File: src/rtl/decode_scoreboard.sv
// Decode-stage register scoreboard: per-register latency counters that raise
// stall on RAW/WAW hazards and track the number of in-flight writes.
module decode_scoreboard #(
    parameter int NUM_REGS = 32,
    parameter int ADDR_W   = 5,
    parameter int MAX_LAT  = 4,
    parameter int LAT_W    = 3
) (
    input  logic              clk,
    input  logic              rst,
    input  logic              issue_valid,
    input  logic [ADDR_W-1:0] rs_addr,
    input  logic [ADDR_W-1:0] rt_addr,
    input  logic              rs_used,
    input  logic              rt_used,
    input  logic              issue_we,
    input  logic [ADDR_W-1:0] issue_waddr,
    input  logic [LAT_W-1:0]  issue_lat,
    input  logic              freeze,
    input  logic              flush,
    output logic              stall,
    output logic              issue_fire,
    output logic [ADDR_W:0]   busy_count,
    output logic [31:0]       stall_cycles
);

    logic [LAT_W-1:0] cnt     [NUM_REGS];
    logic [LAT_W-1:0] cnt_nxt [NUM_REGS];
    logic [ADDR_W:0]  busy_nxt;
    logic [LAT_W-1:0] eff_lat;
    logic [LAT_W-1:0] rs_cnt;
    logic [LAT_W-1:0] rt_cnt;
    logic [LAT_W-1:0] w_cnt;
    logic             raw_hazard;
    logic             waw_hazard;
    logic             w_tracked;

    function automatic logic tracked(input logic [ADDR_W-1:0] a);
        return (a != '0) && (int'(a) < NUM_REGS);
    endfunction

    always_comb begin
        eff_lat = issue_lat;
        if (issue_lat == '0)
            eff_lat = LAT_W'(1);
        else if (issue_lat > LAT_W'(MAX_LAT))
            eff_lat = LAT_W'(MAX_LAT);
    end

    always_comb begin
        rs_cnt    = '0;
        rt_cnt    = '0;
        w_cnt     = '0;
        w_tracked = tracked(issue_waddr);
        if (tracked(rs_addr))
            rs_cnt = cnt[rs_addr];
        if (tracked(rt_addr))
            rt_cnt = cnt[rt_addr];
        if (w_tracked)
            w_cnt = cnt[issue_waddr];
    end

    // A count of 1 means the result is on the forwarding path this cycle, so
    // only counts above 1 block a reader (L-1 stall cycles for latency L).
    assign raw_hazard = (rs_used && (rs_cnt > LAT_W'(1))) ||
                        (rt_used && (rt_cnt > LAT_W'(1)));
    // The effective (clamped) latency decides whether the new write would
    // complete before the older one still in flight.
    assign waw_hazard = issue_we && w_tracked && (w_cnt > eff_lat);

    assign stall      = issue_valid && !flush && (raw_hazard || waw_hazard);
    assign issue_fire = issue_valid && !stall && !flush && !freeze;

    always_comb begin
        busy_nxt = '0;
        for (int r = 0; r < NUM_REGS; r++) begin
            cnt_nxt[r] = cnt[r];
            if (r == 0) begin
                cnt_nxt[r] = '0;
            end else begin
                if (!freeze && (cnt[r] != '0))
                    cnt_nxt[r] = cnt[r] - LAT_W'(1);
                if (issue_fire && issue_we && (int'(issue_waddr) == r))
                    cnt_nxt[r] = eff_lat;
                if (cnt_nxt[r] != '0)
                    busy_nxt = busy_nxt + (ADDR_W+1)'(1);
            end
        end
    end

    always_ff @(posedge clk or negedge rst) begin
        if (!rst) begin
            for (int r = 0; r < NUM_REGS; r++)
                cnt[r] <= '0;
            busy_count   <= '0;
            stall_cycles <= '0;
        end else begin
            for (int r = 0; r < NUM_REGS; r++)
                cnt[r] <= cnt_nxt[r];
            busy_count <= busy_nxt;
            if (stall && !freeze && (stall_cycles != 32'hFFFF_FFFF))
                stall_cycles <= stall_cycles + 32'd1;
        end
    end

endmodule
File: config.mk
export PLATFORM = sky130hd
export DESIGN_NAME = decode_scoreboard
export DESIGN_NICKNAME = d
export VERILOG_FILES = /design/src/rtl/decode_scoreboard.sv
export SDC_FILE = /design/constraint.sdc
export NUM_CORES = 1
export LEC_CHECK = 0
export ABC_AREA = 1
export BUFFER_PORTS_ARGS = -buffer_cell sky130_fd_sc_hd__buf_2
export CELL_PAD_IN_SITES_DETAIL_PLACEMENT = 1
export CELL_PAD_IN_SITES_GLOBAL_PLACEMENT = 1
export CORE_ASPECT_RATIO = 1.5
export CORE_MARGIN = 3
export CORE_UTILIZATION = 35
export CTS_CLUSTER_DIAMETER = 50
export DETAILED_ROUTE_END_ITERATION = 10
export PLACE_DENSITY_LB_ADDON = 0.1
export SYNTH_ARGS = -nofsm -noshare
export SYNTH_HDL_FRONTEND = slang
export SYNTH_SLANG_ARGS = --single-unit
File: constraint.sdc
create_clock -name clk -period 57.3 [get_ports clk]
set_clock_uncertainty 0.05 [all_clocks]
set_input_delay 5.73 -clock clk [delete_from_list [all_inputs] [get_ports clk]]
set_output_delay 5.73 -clock clk [all_outputs]
set_load 0.02 [all_outputs]
==> results.json <==
{
  "status": "completed",
  "clock_sinks": 131,
  "io_pins": 66,
  "slew_viol_final": 0,
  "fin_crit_ns": 26.94,
  "crit_top_cell": "nand2_1",
  "synth_top_cells_by_count": "453 x nand2_1, 315 x inv_1, 181 x nand3_1, 164 x nor2_1, 131 x dfrtp_1",
  "grt_pass1_vias": 14732,
  "cts_made_buffers": 17,
  "cts.path.max_buffers": 2,
  "fp.dieH_um": 249,
  "gp_congestion": 0.878,
  "fp-row-count": 88,
  "synth.top_cells.by_area": "dfrtp_1 24%, nand2_1 12%, ha_1 8.7%, inv_1 8.6%, nand3_1 6.6%",
  "synth.largest_area_cell": "dfrtp_1",
  "critical_path_class": "in -> reg",
  "viasPerCell": 5.25,
  "root_buffer": "clkbuf_16",
  "finalSetupViolCount": 0,
  "place_hpwl_um": 36100,
  "critPathMaxStageDelay_ns": 0.82,
  "crit_family": "adder cells",
  "synth.avg_cell_area_um2": 6.74,
  "grt_overflow": 0,
  "tightest_slew_ns": 0.923,
  "start_util": 0.356,
  "yosysWarningCount": 0,
  "die_area_um2": 41800,
  "wl_per_cell_um": 17.2,
  "hold_viol_final": 0,
  "async_flop_share": 1.00,
  "synth_edf_count": 0,
  "post_cts_buffers": 0,
  "wirelength_um": 44900,
  "via_count": 13721,
  "required_ns": 57.60,
  "synth.yosys.seq_area_share": 0.238,
  "syn2layout_area_growth_pct": 10.4,
  "synth-seq-cells": 131,
  "ys_types": 48,
  "core_um2": 38600,
  "worstPathArrival_ns": 27.24,
  "grt_start_max_net_pins": 71,
  "timing.critical_path.buf_inv": 15,
  "maxCapViolCount": 0,
  "syn_area_um2": 13800,
  "synth_top_area_share": 0.238,
  "cts_hold_buffers": 0,
  "place_inst": 2584,
  "cts.htree.levels": 4,
  "nets": 2230,
  "clk_pin_slew_worst_paths_ns": 0.07,
  "synth_fp_nets": 2167,
  "grt_use_total": 0.217,
  "clock_latency_ns": 0.46,
  "grt_pass1_wl_um": 74000,
  "cts_tree": "done",
  "cp-start-kind": "input pin",
  "layout-drive-gt1-share": 0.174,
  "synth_most_common_cell": "nand2_1",
  "ant_nets": 0,
  "post-route-period-util": 0.470,
  "stdcell_count": 2616,
  "postSynthCellCount": 2045,
  "fill_cells": 5051,
  "relSlewSlack": 0.385,
  "cp_max_fo": 26,
  "num_antenna_cells": 0,
  "drt_iter0_drc": 587,
  "setup-tns-final_ns": 0,
  "rsz0062_at_grt": "no",
  "ctsResizeCount": 0,
  "ys.flop_type": "dfrtp_1",
  "antenna_found_initial": 2,
  "io_buffers": 65,
  "hold_path_class": "reg -> reg",
  "fmaxAchievable_mhz": 37.1,
  "cp-end-kind": "flip-flop",
  "route.detailed.drc": 0,
  "dr.pass1.iters": 5,
  "cp_slowest_cell": "clkinv_1",
  "die_x_um": 168
}
through the flow:
step	worst slack, ns	instance area [um^2]	hold WS [ns]	utilization
2_1_floorplan	33.04	13800	0.488	-
3_3_place_gp	30.74	14600	0.431	0.378
3_5_place_dp	29.83	14600	0.438	0.378
4_1_cts	30.27	15200	0.451	0.393
5_1_grt	28.33	15200	0.478	0.393
6_report	30.36	15200	0.445	0.393
final cells by class:
type	count	area (um^2)	share of cell area
clock buffers	18	429	0.0282
clock inverters	14	156	0.0103
inverters	336	1260	0.0830
multi-input cells	1550	9070	0.597
flip-flops and latches	131	3280	0.216
well taps	495	619	0.0407
repair buffers	72	384	0.0253
logic make-up after synthesis:
family | Yosys count | share of synthesized area
flops | 131 | 0.238
xor+xnor | 63 | 0.0401
simple gates | 1124 | 0.417
fa+ha+maj | 96 | 0.0872
buf+inv | 364 | 0.104
compound gates | 267 | 0.115
layer usage:
| metal | part of all wire | vias up | global-route usage |
|---|---|---|---|
| met1 | 0.39 | 6627 | 0.231 |
| met5 | 0.00029 | - | 0 |
| li1 | - | 6819 | - |
| met4 | 0.032 | 2 | 0.0763 |
| met3 | 0.022 | 71 | 0.0222 |
| met2 | 0.55 | 202 | 0.432 |
cell usage in the layout, fill, tap and decap left out, drive strengths merged, types with 29 or more instances in the layout:
master | Yosys | layout
nand2 | 579 | 579
inv | 335 | 336
nand3 | 265 | 265
nor2 | 178 | 178
dfrtp | 131 | 131
o21ai | 130 | 130
ha | 96 | 96
buf | 12 | 72
xor2 | 53 | 53
o211ai | 53 | 53
o22ai | 46 | 46
nor3 | 40 | 40
nand4 | 30 | 30
a21oi | 29 | 29
sequential cells by signal (all words and copies together) (netlist names):
name          flops
busy_count        6
cnt              93
stall_cycles     32
path summary, 6_finish.rpt:
kind,cells past startpoint,endpoint,slack [ns],start
worst max-delay path,117,busy_count[4],30.36,issue_waddr[0]
worst min-delay path,1,stall_cycles[22],0.44,stall_cycles[22]
worst max register to register,114,busy_count[4],36.57,cnt[50]
worst min register to register,1,stall_cycles[22],0.44,stall_cycles[22]
max in group asynchronous,2,cnt[10],50.64,rst
min in group asynchronous,1,cnt[74],5.19,rst
Power is not shown: default switching activity piles up to over one toggle a cycle in this logic, so the estimate is an artifact.
